==> config.mk <==
export PLATFORM = sky130hd
export DESIGN_NAME = if_id
export DESIGN_NICKNAME = d
export VERILOG_FILES = /design/src/rtl/if_id.sv
export SDC_FILE = /design/constraint.sdc
export NUM_CORES = 1
export LEC_CHECK = 0
export CAP_MARGIN = 20
export CORE_ASPECT_RATIO = 0.7
export CORE_MARGIN = 3
export CORE_UTILIZATION = 46
export CTS_BUF_LIST = sky130_fd_sc_hd__clkbuf_8
export DETAILED_ROUTE_END_ITERATION = 8
export GPL_TIMING_DRIVEN = 0
export PLACE_DENSITY = 0.87
export SLEW_MARGIN = 10
export SYNTH_ARGS = -nofsm -noshare
export SYNTH_HDL_FRONTEND = slang
export SYNTH_SLANG_ARGS = --single-unit
==> constraint.sdc <==
create_clock -name clk -period 2.25 [get_ports clk]
set_input_delay 0.3375 -clock clk [delete_from_list [all_inputs] [get_ports clk]]
set_output_delay 0.3375 -clock clk [all_outputs]
set_load 0.05 [all_outputs]
==> src/rtl/if_id.sv <==
// if_id: fetch-to-decode pipeline register with CP0 tags, stall hold, flush bubble and stall counter
module if_id #(
    parameter logic [31:0] IMEM_BASE = 32'h0000_3000,
    parameter logic [31:0] IMEM_TOP  = 32'h0000_6FFC
) (
    input  logic        clk,
    input  logic        clr_n,
    input  logic        stall,
    input  logic        flush,
    input  logic [31:0] instr_f,
    input  logic [31:0] pc8_f,
    output logic [31:0] instr_d,
    output logic [31:0] pc8_d,
    output logic [4:0]  excode_d,
    output logic        bd_d,
    output logic        valid_d,
    output logic [15:0] stall_cnt
);

    logic [31:0] pc_f;
    logic        adel;
    logic [5:0]  op;
    logic [5:0]  fn;
    logic        is_br_d;

    // Fetch-address check and branch/jump decode of the instruction now in D; a bubble never counts as a branch
    always_comb begin
        pc_f    = pc8_f - 32'd8;
        adel    = (pc_f[1:0] != 2'b00) || (pc_f < IMEM_BASE) || (pc_f > IMEM_TOP);
        op      = instr_d[31:26];
        fn      = instr_d[5:0];
        is_br_d = valid_d && ((op inside {6'h01, 6'h02, 6'h03, 6'h04, 6'h05, 6'h06, 6'h07}) ||
                              (op == 6'h00 && (fn == 6'h08 || fn == 6'h09)));
    end

    // Pipeline register: flush beats stall, stall holds and counts, otherwise load with tags
    always_ff @(posedge clk or negedge clr_n) begin
        if (!clr_n) begin
            instr_d   <= 32'h0;
            pc8_d     <= 32'h0000_3008;
            excode_d  <= 5'd0;
            bd_d      <= 1'b0;
            valid_d   <= 1'b0;
            stall_cnt <= 16'h0;
        end else if (flush) begin
            instr_d  <= 32'h0;
            pc8_d    <= pc8_f;
            excode_d <= 5'd0;
            bd_d     <= 1'b0;
            valid_d  <= 1'b0;
        end else if (stall) begin
            if (stall_cnt != 16'hFFFF) stall_cnt <= stall_cnt + 16'd1;
        end else begin
            instr_d  <= adel ? 32'h0 : instr_f;
            pc8_d    <= pc8_f;
            excode_d <= adel ? 5'd4 : 5'd0;
            bd_d     <= is_br_d;
            valid_d  <= 1'b1;
        end
    end

endmodule

==> reports/qor.csv, run 1 <==
metric;value;unit
finClkSkew;0.00561;ns
synth_top_cell_area_share;0.493;
setup_viol;33;
dpl-instance-area;5780;um^2
clock_latency;0.36;ns
grt_pass1_wl;19.5;mm
drive_gt1_frac;0.293;
ff2ff_path_depth;7;
ys_seq_elements;83;
p_leak;2.67;nW
antenna_found_initial;0;
status;finished, violations left;
grt_usage;0.247;
crit_type;in2reg;
slew_violations;0;
synth_edf_count;0;
critPathRequiredTime;2.53;ns
violations;setup timing;
rsz0062_at_grt;yes;
tightestPinTransition;0.647;ns
cts_tree;built;
syn_to_final_growth;59.4;%
synth_most_common_cell;dfrtp_1;
first_pass_iters;4;
start_util;0.494;
fin_crit;2.39;ns
synthCells;368;
drt_drc_violations_left;0;
netlist_area;4060;um^2
crit_arrival;2.67;ns
holdWs;0.231;ns
power.density;584;nW/um^2
period_share;1.06;
wl_per_cell;18.3;um
clockBufferDepth;2;
root_buffer;clkbuf_8;
grt_overflow_total;0;
grt_start_max_net_pins;45;
yosys.area.top_type;dfrtp_1;
drt_iter0_drc;262;
io_buffers;150;
ant_nets;0;
clkSinkCount;83;
start_kind;input pin;
path_clk_slew;0.07;ns
dp_hpwl;8.69;mm
ys_seq_area_frac;0.513;
ir_worst_vdd;0.574;mV
ys.flop_type;dfrtp_1;
relSlewSlack;0.569;
cts_htree_levels;3;
synth.top_cells.by_area;dfrtp_1, mux2_2, o21ai_2;
syn_area_per_cell;11.0;um^2
grt_pass1_vias;3780;
num_antenna_cells;0;
routed_wl;12.7;mm
num_rows;27;
chipHeight;84.6;um
finalHoldViolCount;0;
die_width;118;um
gp_congestion;0.837;
ys_types;56;
ys_warn_count;0;
coreArea;8210;um^2
hold_path_class;in2reg;
postSynth.asyncResetShare;1.00;
die_area;10000;um^2
vias_per_cell;5.44;
final_area;6470;um^2
ios;155;
worst_slack;-0.139;ns
vias;3754;
fmax;419;MHz
cts_buffers;9;
nets;639;
cap_viol_max_count;0;
synth_common_cells;dfrtp_1, nand2_1, nand3b_1;
worstHoldPathCells;2;
end_kind;flip-flop;
crit_fanout;5;
-- sequential cells by signal (all words and copies together), names as in the netlist --
register,cells
bd_d,1
excode_d,1
instr_d,32
pc8_d,32
stall_cnt,16
valid_d,1
-- layout make-up --
cell class	instances	area [um^2]
flip-flops and latches	83	2080
multi-input cells	257	1990
repair buffers	189	1870
fillers	535	1740
plain buffers	21	151
well taps	116	145
clock buffers	10	138
clock inverters	6	51.3
inverters	8	35.0
-- timing repair --
action	in CTS	in global routing
setup buffers	23	10
hold buffers	1	0
resized for setup	88	27
cloned	3	1
pin swaps	20	19
setup endpoints to repair	44	37
hold endpoints to repair	37	0
-- placed cells by master (no fill, tap or decap), types with 6 or more instances in the layout --
| cell type | n |
|---|---|
| clkbuf_1 | 10 |
| clkdlybuf4s50_1 | 124 |
| mux2_2 | 28 |
| nand2_1 | 46 |
| xnor2_1 | 10 |
| buf_4 | 36 |
| dlygate4sd2_1 | 6 |
| nand4_1 | 9 |
| clkbuf_2 | 7 |
| nor2_1 | 10 |
| o21ai_2 | 30 |
| nand3_1 | 6 |
| clkbuf_8 | 10 |
| nand3b_1 | 34 |
| dfrtp_1 | 77 |
| o21ai_0 | 9 |
| inv_1 | 9 |
-- path summary, 6_finish.rpt --
check                                   from       endpoint  slack [ns]
worst max-delay path               pc8_f[17]     instr_d[0]       -0.14
worst min-delay path               pc8_f[17]      pc8_d[17]        0.23
worst max register to register  stall_cnt[7]  stall_cnt[13]        0.18
worst min register to register     pc8_d[12]      pc8_d[12]        0.48
max in group asynchronous              clr_n      pc8_d[13]        1.10
min in group asynchronous              clr_n       pc8_d[6]        0.49
-- routing by layer --
layer  GRT usage  up-vias  share of wire
li1            -     1718              -
met4      0.0777        0          0.017
met3      0.0909       22          0.089
met2       0.392      163           0.47
met5           0        -              0
met1       0.317     1851           0.42
-- report_power, final --
part,total [mW],leakage (nW),internal [mW],switching [mW]
clock,1.05,0.110,0.528,0.520
combinational,1.05,1.50,0.414,0.633
sequential,1.68,1.07,1.59,0.0920
total,3.78,2.67,2.53,1.24
-- metrics by stage --
stage / power [mW] / worst slack, ns / cells / utilization / TNS (ns)
after floorplan: 2.26 / -0.179 / 371 / - / -5.66
after global placement: 2.68 / -2.29 / 637 / 0.702 / -202.85
after detailed placement: 2.71 / -0.990 / 638 / 0.704 / -44.46
after CTS: 3.79 / -0.158 / 681 / 0.774 / -3.70
after global routing: 3.94 / -0.211 / 690 / 0.788 / -5.50
final: 3.78 / -0.139 / 690 / 0.788 / -3.25
-- worst max-delay path: stages --
cell	delay (ns)
buf_8	0.10
or3_4	0.38
or3_4	0.43
buf_4	0.16
nor3_2	0.19
o21bai_1	0.11
or4_4	0.55
buf_12	0.17
buf_12	0.13
o21ai_2	0.11
-- cells by family (layout without fill, tap and decap cells) --
group / Yosys count / count (layout) / share of synthesized area
and+or+nand+nor: 146 / 146 / 0.208
DFF: 83 / 83 / 0.513
AOI/OAI and AO/OA: 62 / 62 / 0.121
buffers and inverters: 31 / 234 / 0.0407
muxes: 28 / 28 / 0.0777
xor gates and xnor gates: 15 / 15 / 0.0324
adders and majority gates: 2 / 2 / 0.00617
other: 1 / 4 / 0.000924
Power figures use the tool's default switching activity.
==> inputs of run 2 (changes only) <==
--- a/config.mk
+++ b/config.mk
@@ -10,10 +10,13 @@
 export CORE_MARGIN = 3
 export CORE_UTILIZATION = 46
 export CTS_BUF_LIST = sky130_fd_sc_hd__clkbuf_8
+export CTS_CLUSTER_DIAMETER = 100
 export DETAILED_ROUTE_END_ITERATION = 8
 export GPL_TIMING_DRIVEN = 0
+export MAX_ROUTING_LAYER = met4
 export PLACE_DENSITY = 0.87
 export SLEW_MARGIN = 10
 export SYNTH_ARGS = -nofsm -noshare
 export SYNTH_HDL_FRONTEND = slang
 export SYNTH_SLANG_ARGS = --single-unit
+export TNS_END_PERCENT = 10
==> run 2 against run 1 <==
Effect of this change: the flow still finishes with violations (setup timing); first-iteration DRC count down 13%; combinational power about the same; via count down 4.0%; die area unchanged; highest routed layer unchanged; sequential share of layout area up 0.79 points; count of clock-buffer cells in the layout down 1; flip-flop and latch count unchanged.
==> reports/qor.csv, run 2 (synthesis results as in run 1) <==
metric;value;unit
drive_gt1_frac;0.276;
grt_pass1_wl;19.3;mm
finClkSkew;0.00401;ns
pwr-share-clk;0.253;
ant_nets;0;
power_switching;1.26;mW
tightestPinTransition;0.580;ns
power.density;576;nW/um^2
cts_buffers;9;
slew_violations;0;
setup_viol;31;
worst_slack;-0.120;ns
hold_path_class;in2reg;
grt_pass1_vias;3720;
fill_cells;592;
p_int;2.38;mW
first_pass_iters;4;
grt_overflow_total;0;
gp_congestion;0.844;
cts_tree;built;
critPathRequiredTime;2.53;ns
pre_cts_slack;-1.04;ns
seqPwrFrac;0.463;
ir_worst_vdd;0.448;mV
routed_wl;12.1;mm
drt_drc_violations_left;0;
ios;155;
fmax;422;MHz
crit_type;in2reg;
clockBufferDepth;2;
chipHeight;84.6;um
grt_start_max_net_pins;49;
num_antenna_cells;0;
tns;-2.19;ns
top_regs;instr_d x32, pc8_d x32, stall_cnt x16;
finalHoldViolCount;0;
crit_arrival;2.65;ns
wl_per_cell;17.9;um
drt_iter0_drc;228;
antenna_found_initial;0;
worstHoldPathCells;2;
clkSinkCount;83;
dp_hpwl;8.89;mm
crit_fanout;7;
path_clk_slew;0.08;ns
die_area;10000;um^2
root_buffer;clkbuf_8;
fin_crit;2.37;ns
syn_to_final_growth;55.6;%
relSlewSlack;0.613;
coreArea;8210;um^2
end_kind;flip-flop;
clock_latency;0.35;ns
violations;setup timing;
start_kind;input pin;
nets;626;
vias_per_cell;5.32;
vias;3603;
die_width;118;um
io_buffers;150;
power;3.64;mW
final_util;0.769;
rsz0062_at_grt;yes;
period_share;1.05;
dpl-instance-area;5780;um^2
start_util;0.494;
swShare;0.345;
cts_htree_levels;3;
ff2ff_path_depth;7;
grt_usage;0.249;
status;finished, violations left;
p_comb_frac;0.284;
mostFrequentLayoutCell;clkdlybuf4s50_1;
final_area;6310;um^2
layout_common_cells;clkdlybuf4s50_1, dfrtp_1, nand2_1;
num_rows;27;
p_leak;2.53;nW
cap_viol_max_count;0;
-- run 2: cell count changes in the layout (fill, tap and decap cells not counted), sizes merged --
cell,change
clkdlybuf4s15,+2
bufinv,-1
clkinv,-1
dlymetal6s2s,-3
clkdlybuf4s50,+1
clkinvlp,+3
buf,-15
dlygate4sd2,+1
-- run 2: cell type report --
| class | instances | area [um^2] | share of cell area |
|---|---|---|---|
| Tap cell | 116 | 145 | 0.0230 |
| Clock inverter | 7 | 38.8 | 0.00614 |
| Inverter | 8 | 35.0 | 0.00555 |
| Timing Repair Buffer | 175 | 1730 | 0.274 |
| Clock buffer | 9 | 124 | 0.0196 |
| Multi-Input combinational cell | 257 | 1990 | 0.315 |
| Sequential cell | 83 | 2080 | 0.330 |
| Buffer | 22 | 171 | 0.0272 |
-- run 2: final timing paths --
kind	end	start	slack (ns)
min in group asynchronous	stall_cnt[6]	clr_n	0.49
worst min-delay path	pc8_d[17]	pc8_f[17]	0.24
worst max register to register	stall_cnt[9]	stall_cnt[7]	0.11
worst max-delay path	instr_d[10]	pc8_f[15]	-0.12
max in group asynchronous	pc8_d[3]	clr_n	1.11
worst min register to register	instr_d[20]	instr_d[20]	0.48
-- run 2: power groups by stage --
| stage | logic [mW] | registers, mW | clock network [mW] |
|---|---|---|---|
| 6_report | 1.03 | 1.68 | 0.921 |
| 5_1_grt | 1.09 | 1.70 | 1.01 |
| 4_1_cts | 1.02 | 1.68 | 0.943 |
| 3_5_place_dp | 0.999 | 1.71 | 0 |
| 3_3_place_gp | 0.978 | 1.71 | 0 |
| 2_1_floorplan | 0.216 | 2.05 | 0 |
-- run 2: stage by stage --
step	hold WS, ns	cells
global route	0.222	677
floorplan	0.0419	371
detailed placement	0.328	638
finish	0.237	677
CTS	0.219	674
global placement	0.459	637
-- run 2: metal layers --
metal	vias to the layer above	global-route usage	wire (um)
li1	1694	-	-
met2	127	0.392	5750
met3	11	0.0714	777
met4	0	0.0468	102
met1	1771	0.327	5480
met5	-	-	0
-- run 2: timing repair --
| action | CTS | global route |
|---|---|---|
| cloned | 1 | 1 |
| hold buffers | 1 | 0 |
| gates resized for setup | 84 | 26 |
| hold endpoints to repair | 34 | 0 |
| setup endpoints to repair | 44 | 39 |
| pin swaps | 19 | 9 |
| buffers inserted | 18 | 3 |
-- run 2: critical path, stage by stage --
cell	delay (ns)
buf_4	0.14
or3_4	0.33
or3_4	0.39
o32ai_4	0.28
nand4b_1	0.16
or4_4	0.67
buf_12	0.19
o21ai_4	0.14
